`src/rtl/apb_arb_pkg.sv`:
```
// apb_arb_pkg
//   Shared definitions for the two-requester APB arbiter.
//   - arb_state_e : arbiter FSM state encoding
//   - REQ_M0/M1   : requester ids (also the encoding of the priority pointer)
//   - ADDR_W_DEF / DATA_W_DEF : default bus widths
package apb_arb_pkg;

  localparam int ADDR_W_DEF = 32;
  localparam int DATA_W_DEF = 32;

  localparam logic REQ_M0 = 1'b0;
  localparam logic REQ_M1 = 1'b1;

  typedef enum logic [1:0] {
    ARB_IDLE  = 2'd0,
    ARB_ISSUE = 2'd1,
    ARB_WAIT  = 2'd2,
    ARB_DONE  = 2'd3
  } arb_state_e;

endpackage

```
`src/rtl/apb_req_arbiter_rr_pick.sv`:
```
// apb_rr_pick
//   Combinational winner selection between two requesters.
//   Optional feature macro: APB_ARB_LOCK_EN (adds lock inputs and reports the
//   winner's lock bit so the top can hold priority).
//   Ports:
//     m0_req_i, m1_req_i   : level requests
//     ptr_i                : preferred requester when both request
//     m0_lock_i, m1_lock_i : lock flags (APB_ARB_LOCK_EN only)
//     win_lock_o           : lock flag of the winner (APB_ARB_LOCK_EN only)
//     any_o                : at least one request pending
//     win_o                : winning requester id
module apb_rr_pick
  import apb_arb_pkg::*;
(
  input  logic m0_req_i,
  input  logic m1_req_i,
  input  logic ptr_i,
`ifdef APB_ARB_LOCK_EN
  input  logic m0_lock_i,
  input  logic m1_lock_i,
  output logic win_lock_o,
`endif
  output logic any_o,
  output logic win_o
);

  always_comb begin
    any_o = m0_req_i | m1_req_i;
    if (m0_req_i && m1_req_i) begin
      win_o = ptr_i;
    end else if (m1_req_i) begin
      win_o = REQ_M1;
    end else begin
      win_o = REQ_M0;
    end
  end

`ifdef APB_ARB_LOCK_EN
  assign win_lock_o = (win_o == REQ_M1) ? m1_lock_i : m0_lock_i;
`endif

endmodule

```
`src/rtl/apb_req_arbiter.sv`:
```
// apb_req_arbiter
//   Arbitrates two simple request/ready ports onto one APB master trigger
//   interface with round-robin priority.
//   Optional feature macro: APB_ARB_LOCK_EN (adds m0_lock/m1_lock; a locked
//   winner keeps priority for the following arbitration).
//   Ports:
//     PCLK, PRESET                 : clock, async active-high reset
//     mN_req/addr/wdata/write      : requester N transfer request
//     mN_lock                      : requester N lock (APB_ARB_LOCK_EN only)
//     mN_ready, mN_rdata           : requester N completion pulse and read data
//     mst_transfer                 : one-cycle trigger to the APB master
//     mst_addr/wdata/write         : latched transfer fields
//     mst_ready, mst_rdata         : master completion and read data
//     busy                         : arbiter not idle
//
//   state     | meaning
//   ARB_IDLE  | sample requests, latch winner and its fields
//   ARB_ISSUE | pulse mst_transfer
//   ARB_WAIT  | wait for mst_ready, capture mst_rdata
//   ARB_DONE  | pulse winner's ready, update priority pointer
module apb_req_arbiter
  import apb_arb_pkg::*;
#(
  parameter int ADDR_W = ADDR_W_DEF,
  parameter int DATA_W = DATA_W_DEF
) (
  input  logic              PCLK,
  input  logic              PRESET,
  input  logic              m0_req,
  input  logic [ADDR_W-1:0] m0_addr,
  input  logic [DATA_W-1:0] m0_wdata,
  input  logic              m0_write,
  input  logic              m1_req,
  input  logic [ADDR_W-1:0] m1_addr,
  input  logic [DATA_W-1:0] m1_wdata,
  input  logic              m1_write,
`ifdef APB_ARB_LOCK_EN
  input  logic              m0_lock,
  input  logic              m1_lock,
`endif
  output logic              m0_ready,
  output logic [DATA_W-1:0] m0_rdata,
  output logic              m1_ready,
  output logic [DATA_W-1:0] m1_rdata,
  output logic              mst_transfer,
  output logic [ADDR_W-1:0] mst_addr,
  output logic [DATA_W-1:0] mst_wdata,
  output logic              mst_write,
  input  logic              mst_ready,
  input  logic [DATA_W-1:0] mst_rdata,
  output logic              busy
);

  arb_state_e        state_q, state_d;
  logic              ptr_q, ptr_d;
  logic              win_q, win_d;
  logic [ADDR_W-1:0] addr_q, addr_d;
  logic [DATA_W-1:0] wdata_q, wdata_d;
  logic              write_q, write_d;
  logic [DATA_W-1:0] m0_rdata_q, m0_rdata_d;
  logic [DATA_W-1:0] m1_rdata_q, m1_rdata_d;
  logic              lock_q, lock_d;

  logic              pick_any;
  logic              pick_win;
  logic              pick_lock;

`ifdef APB_ARB_LOCK_EN
  apb_rr_pick u_pick (
    .m0_req_i   (m0_req),
    .m1_req_i   (m1_req),
    .ptr_i      (ptr_q),
    .m0_lock_i  (m0_lock),
    .m1_lock_i  (m1_lock),
    .win_lock_o (pick_lock),
    .any_o      (pick_any),
    .win_o      (pick_win)
  );
`else
  apb_rr_pick u_pick (
    .m0_req_i (m0_req),
    .m1_req_i (m1_req),
    .ptr_i    (ptr_q),
    .any_o    (pick_any),
    .win_o    (pick_win)
  );
  assign pick_lock = 1'b0;
`endif

  always_comb begin
    state_d    = state_q;
    ptr_d      = ptr_q;
    win_d      = win_q;
    addr_d     = addr_q;
    wdata_d    = wdata_q;
    write_d    = write_q;
    m0_rdata_d = m0_rdata_q;
    m1_rdata_d = m1_rdata_q;
    lock_d     = lock_q;
    unique case (state_q)
      ARB_IDLE: begin
        if (pick_any) begin
          state_d = ARB_ISSUE;
          win_d   = pick_win;
          lock_d  = pick_lock;
          addr_d  = (pick_win == REQ_M1) ? m1_addr  : m0_addr;
          wdata_d = (pick_win == REQ_M1) ? m1_wdata : m0_wdata;
          write_d = (pick_win == REQ_M1) ? m1_write : m0_write;
        end
      end
      ARB_ISSUE: state_d = ARB_WAIT;
      ARB_WAIT: begin
        if (mst_ready) begin
          state_d = ARB_DONE;
          if (win_q == REQ_M1) begin
            m1_rdata_d = mst_rdata;
          end else begin
            m0_rdata_d = mst_rdata;
          end
        end
      end
      ARB_DONE: begin
        state_d = ARB_IDLE;
        // A locked winner keeps the pointer so its follow-up access wins;
        // an unlocked win hands priority to the other requester.
        ptr_d   = lock_q ? win_q : ~win_q;
      end
      default: state_d = ARB_IDLE;
    endcase
  end

  always_ff @(posedge PCLK or posedge PRESET) begin
    if (PRESET) begin
      state_q    <= ARB_IDLE;
      ptr_q      <= REQ_M0;
      win_q      <= REQ_M0;
      addr_q     <= '0;
      wdata_q    <= '0;
      write_q    <= 1'b0;
      m0_rdata_q <= '0;
      m1_rdata_q <= '0;
      lock_q     <= 1'b0;
    end else begin
      state_q    <= state_d;
      ptr_q      <= ptr_d;
      win_q      <= win_d;
      addr_q     <= addr_d;
      wdata_q    <= wdata_d;
      write_q    <= write_d;
      m0_rdata_q <= m0_rdata_d;
      m1_rdata_q <= m1_rdata_d;
      lock_q     <= lock_d;
    end
  end

  assign mst_transfer = (state_q == ARB_ISSUE);
  assign busy         = (state_q != ARB_IDLE);
  assign m0_ready     = (state_q == ARB_DONE) && (win_q == REQ_M0);
  assign m1_ready     = (state_q == ARB_DONE) && (win_q == REQ_M1);
  assign m0_rdata     = m0_rdata_q;
  assign m1_rdata     = m1_rdata_q;
  assign mst_addr     = addr_q;
  assign mst_wdata    = wdata_q;
  assign mst_write    = write_q;

endmodule

```
`config.mk`:
```
export PLATFORM = sky130hd
export DESIGN_NAME = apb_req_arbiter
export DESIGN_NICKNAME = d
export VERILOG_FILES = /design/src/rtl/apb_arb_pkg.sv /design/src/rtl/apb_req_arbiter_rr_pick.sv /design/src/rtl/apb_req_arbiter.sv
export SDC_FILE = /design/constraint.sdc
export NUM_CORES = 1
export LEC_CHECK = 0
export CAP_MARGIN = 10
export CORE_MARGIN = 4
export CORE_UTILIZATION = 40
export DETAILED_ROUTE_END_ITERATION = 6
export PLACE_DENSITY = 0.82
export SYNTH_ARGS = -nofsm -noshare
export SYNTH_HDL_FRONTEND = slang
export SYNTH_HIERARCHICAL = 1
export SYNTH_SLANG_ARGS = --single-unit
```
`constraint.sdc`:
```
create_clock -name PCLK -period 6.1 [get_ports PCLK]
set_clock_uncertainty 0.1 [all_clocks]
set_input_delay 1.22 -clock PCLK [delete_from_list [all_inputs] [get_ports PCLK]]
set_output_delay 1.22 -clock PCLK [all_outputs]
set_load 0.03 [all_outputs]
```
; Yosys cells after proc, flatten, opt, wreduce, memory -nomap -nowiden
; Cells that the tools add are included.
[word_totals]
reg_bits = 133
latchBits = 0
ram_bits = 0
mem_bits_ro = 0
word_cells = 32
mem_count = 0
[classes]
n_addsub = 0
multipliers = 0
n_div = 0
order_cmp = 0
eq_ne = 5
n_shift = 0
mux = 8
bitwise = 2
n_reduce_logical = 9
[ops]
columns = op, count
row1 = $mux 32, 2
row2 = $pmux 2 s4, 1
row3 = $reduce_and 3->1, 2
row4 = $eq 2x2->1 const B, 2
row5 = $mux 2, 2
row6 = $ne 2x2->1 const B, 2
row7 = $reduce_and 2->1, 2
row8 = $logic_and 1x1->1, 3
row9 = $mux 1, 3
row10 = $eq 2x1->1 const B, 1
row11 = $logic_not 2->1, 1
row12 = $reduce_bool 2->1, 1
row13 = $not 1->1, 1
row14 = $or 1x1->1, 1

; Longest topological paths before layout
; Gate-level depths: netlist (run 1).
[logic_depth]
depth_word = 3
ltp_mapped = 8
depth_no_buf = 5

; Modules after synthesis
; The synthesis (run 1) kept the hierarchy.
[modules_own_cells]
columns = module, instances, cells_each, area_each_um2
row1 = apb_req_arbiter, 1, 443, 5759.3
row2 = apb_rr_pick, 1, 3, 17.5

; Worst setup path after synthesis (run 1)
; No wires, ideal clock.
[synth_path]
path_kind = input-to-reg
from = in m1_req
to = reg wdata_q[0] (netlist: mst_wdata[0])
arrival_time_ns = 2.122
path_slack_ns = 3.752
path_stages = 7
n_path_buf = 3
path_cell_list = or2_1 > and2_1 > buf_2 > buf_4 > buf_2 > nor2_1 > a21oi_1
[synth_between]
elab_chain_cells = 3
word_cells_on_any_way = 6
classes_between = 3 x mux / 1 x bitwise / 2 x reduce/logical
[synth_lines]
columns = item, line
row1 = start: declaration, apb_req_arbiter.sv:33  ; input logic m1_req,
row2 = $mux 1 or $logic_and 1x1->1 (tied branches), "apb_req_arbiter_rr_pick.sv:31, apb_req_arbiter_rr_pick.sv:29"
row3 = $mux 1, apb_req_arbiter_rr_pick.sv:29  ; if (m0_req_i && m1_req_i) begin
row4 = $mux 32, apb_req_arbiter.sv:107  ; wdata_d = (pick_win == REQ_M1) ? m1_wdata : m0_wdata;
row5 = end signal: assignment, apb_req_arbiter.sv:148  ; wdata_q <= wdata_d;
row6 = end: declaration, apb_req_arbiter.sv:58  ; logic [DATA_W-1:0] wdata_q, wdata_d;
; Parallel ways exist; a longest one is shown, timed or not.
; A chain may end at the register's enable or synchronous reset.

; Final worst setup path (run 1)
[layout_path]
from = reg state_q[0]
to = out m0_ready
[layout_between]
elab_chain_cells = 2
[layout_lines]
columns = item, line
row1 = start: declaration, apb_req_arbiter.sv:54  ; arb_state_e state_q, state_d;
row2 = start signal: assignment, apb_req_arbiter.sv:144  ; state_q <= state_d;
row3 = $eq 2x2->1, apb_req_arbiter.sv:158  ; assign m0_ready = (state_q == ARB_DONE) && (win_q == REQ_M0);
row4 = $logic_and 1x1->1, apb_req_arbiter.sv:158
row5 = end: declaration, apb_req_arbiter.sv:41  ; output logic m0_ready,
; No other way between the ends.

==> metrics.txt, run 1 <==
Post-synth ARST share=100.0%; remaining antenna violation count=0; hold_sp=m0_rdata[0]; Hold-fix buffers, CTS=0; status=completed; via count=4,511; Final #Nets=912; placed cell area=8866 µm²; share of cells above drive strength 1=14.08%; Die H=128.2 µm; post-CTS sizing=0; initial antenna violation count=0; post-route setup TNS=0 ps; core area=13,990 µm²; FP Rows=43; hpwl dp=12,820 µm; top cells by instance count after synthesis=133 x dfrtp_1, 66 x a21oi_1, 66 x nor2_1; clk_lat worst skew=400 ps; H-tree levels=4; Worst Setup End Kind=output pin; Mapped Cells=446; crit path kind=reg -> out; Reg power frac=29.1%; vias in the first global route=4,851; Sinks on Clock Net=133; wire length per cell=18.08 µm; top-count cell post-synth=dfrtp_1; CP Max Fanout=4; worst reg2reg startpoint=state_q[0]; Slowest Stage Delay on Critical Path=760 ps; crit path DAT=1950 ps; final setup fails=0; Initial Util=41.30%; CP Cell Sequence=ha_1 -> inv_1 -> nor2_1 -> clkdlybuf4s50_1; post-route cell area=9457 µm²; Avg Inst Size Synth=12.95 µm²; synthesized flop and latch total=133; Static Leak=0.004088 µW; Psw=2211 µW; Switching Share=40.59%; Int Pwr=3236 µW; total iterations of the first detailed-routing run=4; CTS max path bufs=2; worst path required time=4780 ps; IO buf count=299; RePlAce Congestion=0.8385; Clock transition at path regs=60 ps; Post-synth EDFFs=0; Post-CTS Setup Bufs=0; Mapped Area=5777 µm²; pin count of the biggest net entering global routing=105; R2R setup slack=3710 ps; cell taking the most area after synthesis=dfrtp_1; RSZ-0062 raised after global routing=false; top_reg_cell synth=dfrtp_1; worst hold path type=reg -> reg; Worst VDD drop=0.0003318 V; final worst path period need=3265 ps; Critical path origin=state_q[0]; crit path buf inv count=2; Crit-path slowest cell=clkdlybuf4s50_1; Comb pwr share=52.6%; Total Wirelength=16,870 µm; Iter 0 DRT Violations=164; Worst-Margin Slew=938.4 ps; Die ar.=16,430 µm²; sequential area share after synthesis=57.61%; Clock Power Share=18.3%; DR vias/cell=4.835; top cells by area, synth=dfrtp_1 58%, mux2i_1 11%, mux2_4 7.8%; Yosys top cell area share=57.61%; Tot GR Track Use=20.16%; Max Cap Viol=0; # diodes=0; worst r2r dst=mst_addr[18]; R2R depth=6; CTS tree=built; fin. max-slew vios=0; clock tree root driver cell=clkbuf_16; io pins=300; Yosys warnings=6; Layout Area Growth over Synthesis=63.70%; DR DRC count=0; post-synth cell types=21; Hold Path Depth=1; Congestion Overflow GR=0; final worst-path cycle share=53.53%; post-synth net total=618; Pwr Density=576.0 nW/µm²; CP startpoint kind=register; final hold vios=0; Worst Hold Path EP=m0_rdata[0]; first-pass GRT wire length=25,670 µm; Slew headroom=37.44%; Max Clk Rate=306.2 MHz; Num CTS Buffers=17; Die X=128.2 µm; Crit path max-delay family=buffers and inverters
[metal layers]
layer / global-route usage [%] / vias up / share of wire, %
met5: 0 / - / 0
met4: 8.677 / 0 / 3.2
met3: 6.625 / 32 / 8.3
met2: 36.29 / 201 / 52
met1: 21.52 / 2135 / 37
li1: - / 2143 / -
[kinds of logic after synthesis]
family	after synthesis	synth area share [%]
AOI/OAI and AO/OA	69	6.151
adders and majority gates	5	1.083
buffers and inverters	36	3.834
DFF	133	57.61
muxes	131	26.08
and+or+nand+nor	72	5.242
[cells in the final DEF, fill, tap and decap left out, types with 2 or more instances in the layout]
| cell type | Yosys | final |
|---|---|---|
| buf_4 | 5 | 4 |
| clkdlybuf4s50_1 | 0 | 299 |
| dfrtp_1 | 133 | 133 |
| clkinvlp_4 | 0 | 4 |
| nor2_1 | 66 | 66 |
| a21oi_1 | 66 | 66 |
| mux2i_1 | 65 | 65 |
| mux2_1 | 2 | 2 |
| clkbuf_16 | 0 | 17 |
| inv_1 | 7 | 6 |
| clkinv_4 | 0 | 2 |
| clkbuf_8 | 0 | 5 |
| mux2_2 | 34 | 34 |
| ha_1 | 5 | 5 |
| mux2_4 | 30 | 30 |
| clkinv_2 | 0 | 2 |
[power groups by stage]
stage                     sequential (µW)  clock, µW  combinational (µW)
after floorplan                      2410          0                 854
after global placement               1560          0                2830
after detailed placement             1590          0                2890
after global routing                 1640       1060                3020
after CTS                            1590       1020                2900
final                                1590        996                2870
[worst max path at each step]
stage                    to  slack [ps]  cells past startpoint
2_1_floorplan   m0_rdata[0]        1230                      1
3_3_place_gp   mst_addr[21]        2630                      5
3_5_place_dp    mst_addr[0]        2550                      5
4_1_cts            m0_ready        2800                      4
5_1_grt                busy        2760                      4
6_report           m0_ready        2830                      4
[state kept, by name (all words and copies together) (netlist names)]
signal and flops:
mst_write 1, m1_rdata 32, m0_rdata 32, mst_addr 32, ptr_q 1, win_q 1, mst_wdata 32, state_q 2
[stage by stage]
step / cells / hold slack (ps) / utilization [%] / power [µW] / setup WS, ps
6_report: 933 / 393.5 / 67.60 / 5447 / 2835
5_1_grt: 933 / 413.7 / 67.60 / 5719 / 2756
4_1_cts: 933 / 395.5 / 67.60 / 5506 / 2797
3_5_place_dp: 901 / 380.6 / 63.38 / 4480 / 2552
3_3_place_gp: 901 / 366.9 / 63.38 / 4394 / 2635
2_1_floorplan: 446 / 353.7 / - / 3264 / 1226
[worst register-to-register path: stages (launching register included)]
cell     delay (ps)
dfrtp_1         410
inv_1           130
ha_1            210
and2_4          350
buf_4           800
nor2_1          140
a21oi_1         170
[cell type report]
cell class	instances	area [µm²]
Clock buffer	22	494.2
Clock inverter	10	96.34
Fill cell	1053	4532
Inverter	7	28.78
Multi-Input combinational cell	277	2241
Sequential cell	133	3328
Tap cell	180	225.2
Timing Repair Buffer	304	3043
No activity file was read; power rests on OpenSTA's default activity.
==> inputs of run 2 (changes only) <==
==> constraint.sdc (replaced) <==
create_clock -name PCLK -period 3.09 [get_ports PCLK]
set_clock_uncertainty 0.1 [all_clocks]
set_input_delay 0.618 -clock PCLK [delete_from_list [all_inputs] [get_ports PCLK]]
set_output_delay 0.618 -clock PCLK [all_outputs]
set_load 0.03 [all_outputs]
==> run 2 against run 1 <==
Core utilization increased by 0.78 points; worst hold slack improved by 1.5 ps; routed wire length increased by 1.2%; die area unchanged; critical path depth unchanged; combinational power increased by 100%; worst setup slack got worse by 2400 ps; via count increased by 1.3%; sequential share of layout area decreased by 0.40 points; register-to-register slack got worse by 2800 ps; design area increased by 1.2%; count of clock-buffer cells in the layout decreased by 4.
==> metrics.txt, run 2 (synthesized netlist as in run 1, its figures left out) <==
GR Layer Usage met1=22.15% (was 21.52%); Worst Setup End Kind=output pin (unchanged); Comb pwr share=53.2% (was 52.6%); vias in the first global route=4,975 (was 4,851); Hold-fix buffers, CTS=0 (unchanged); Total Wirelength=17,070 µm (was 16,870 µm); Congestion Overflow GR=0 (unchanged); R2R setup slack=890 ps (was 3710 ps); wire length per cell=18.12 µm (was 18.08 µm); most frequent cells in the layout=299 x clkdlybuf4s50_1, 133 x dfrtp_1, 66 x nor2_1, 66 x a21oi_1, 65 x mux2i_1 (unchanged); CP startpoint kind=register (unchanged); clk_lat worst skew=400 ps (about the same); GRT busiest layer=met2 (unchanged); Die X=128.2 µm (unchanged); most common cell after layout, fill and taps aside=clkdlybuf4s50_1 (unchanged); Psw=4405 µW (was 2211 µW); Int Pwr=6443 µW (was 3236 µW); Static Leak=0.004149 µW (was 0.004088 µW); final worst-path cycle share=85.94%; crit path kind=reg -> out (unchanged); worst path required time=2370 ps (was 4780 ps); post-CTS sizing=0 (unchanged); post-route setup TNS=0 ps (unchanged); DR vias/cell=4.850 (was 4.835); Clock transition at path regs=50 ps (was 60 ps); Reg power frac=28.9% (was 29.1%); CTS max path bufs=2 (unchanged); Max Cap Viol=0 (unchanged); IO buf count=299 (unchanged); hpwl dp=13,120 µm (was 12,820 µm); Final #Nets=922 (was 912); dpl cells=911 (was 901); PnR Total Power=10,850 µW (was 5447 µW); Die ar.=16,430 µm² (unchanged); Switching Share=40.61% (was 40.59%); fillcell total=1,008 (was 1,053); Max Clk Rate=376.6 MHz; Worst VDD drop=0.0005743 V (was 0.0003318 V); final worst path period need=2656 ps; Clock Power Share=17.9% (was 18.3%); CP Max Fanout=4 (unchanged); core area=13,990 µm² (unchanged); Pwr Density=1134 nW/µm² (was 576.0 nW/µm²); DR DRC count=0 (unchanged); Hold Path Depth=1 (unchanged); worst hold path type=reg -> reg (unchanged); M3 GR Usage=6.250% (was 6.625%); Initial Util=41.30% (unchanged); FP Rows=43 (unchanged); RSZ-0062 raised after global routing=false (unchanged); hold_sp=ptr_q (was m0_rdata[0]); pin count of the biggest net entering global routing=134 (was 105); R2R depth=5 (was 6); Tot GR Track Use=20.47% (was 20.16%); CTS tree=built (unchanged); Min Hold Slack=394.9 ps (was 393.5 ps); register area=3328 µm² (unchanged); worst reg2reg startpoint=state_q[0] (unchanged); remaining antenna violation count=0 (unchanged); Sinks on Clock Net=133 (unchanged); Die H=128.2 µm (unchanged); io pins=300 (unchanged); area taken by multi-input logic gates=2241 µm² (unchanged); share of cells above drive strength 1=15.09% (was 14.08%); Num CTS Buffers=17 (unchanged); crit path DAT=1940 ps (was 1950 ps); fin. max-slew vios=0 (unchanged); initial antenna violation count=0 (unchanged); Worst Hold Path EP=ptr_q (was m0_rdata[0]); Worst-Margin Slew=761.2 ps (was 938.4 ps); grt met2 use=36.26% (was 36.29%); worst r2r dst=m1_rdata[25] (was mst_addr[18]); Iter 0 DRT Violations=174 (was 164); final setup fails=0 (unchanged); RePlAce Congestion=0.8511 (was 0.8385); clock tree root driver cell=clkbuf_16 (unchanged); via count=4,569 (was 4,511); H-tree levels=4 (unchanged); first-pass GRT wire length=26,160 µm (was 25,670 µm); Non-Filler Instances=942 (was 933); # diodes=0 (unchanged); Layout Area Growth over Synthesis=65.58% (was 63.70%); status=completed (unchanged); Post-CTS Setup Bufs=0 (unchanged); Slew headroom=49.25% (was 37.44%); total iterations of the first detailed-routing run=6 (was 4); final hold vios=0 (unchanged)
-- run 2: cell types whose count changed in the layout (fill, tap and decap cells not counted) --
| cell | delta |
|---|---|
| bufinv_16 | +1 |
| buf_4 | +6 |
| clkbuf_8 | -4 |
| buf_12 | +4 |
| inv_4 | -1 |
| clkinv_2 | +3 |
-- run 2: stage by stage --
stage	utilization (%)	area [µm²]	setup WS (ps)
4_1_cts	68.38	9565	368.4
2_1_floorplan	-	5781	720.8
6_report	68.38	9565	434.4
3_5_place_dp	64.28	8992	518.5
5_1_grt	68.38	9565	288.3
3_3_place_gp	64.28	8992	606.5
-- run 2: power groups by stage --
stage	clock network, µW	registers [µW]	logic [µW]
floorplan	0	4760	1690
global placement	0	3100	5690
detailed placement	0	3140	5820
CTS	1970	3140	5840
global route	2050	3240	6080
finish	1940	3140	5770
-- run 2: worst max path at each step --
stage / start / to / slack, ps / cells past startpoint
3_3_place_gp: m0_req / mst_addr[22] / 610 / 6
6_report: state_q[0] / m0_ready / 430 / 4
5_1_grt: state_q[0] / m0_ready / 290 / 4
4_1_cts: state_q[0] / m0_ready / 370 / 4
2_1_floorplan: PRESET / m0_rdata[0] / 720 / 1
3_5_place_dp: m0_req / mst_addr[31] / 520 / 6
-- run 2: cell type report --
type                            instances  share of cell area (%)
Clock buffer                           18                   4.591
Clock inverter                         13                   1.400
Inverter                                7                  0.3139
Multi-Input combinational cell        277                   23.43
Sequential cell                       133                   34.79
Tap cell                              180                   2.354
Timing Repair Buffer                  314                   33.12
-- run 2: metal layers --
metal	wire, µm	vias to the layer above	share of wire (%)
met5	0	-	0
met4	645	0	3.8
met3	1293	43	7.6
met2	8844	195	52
met1	6285	2177	37
li1	-	2154	-
-- run 2: critical path, cell delays in order, from the launching register on --
cell	delay, ps
dfrtp_1	400
ha_1	180
inv_1	50
nor2_1	150
clkdlybuf4s50_1	750
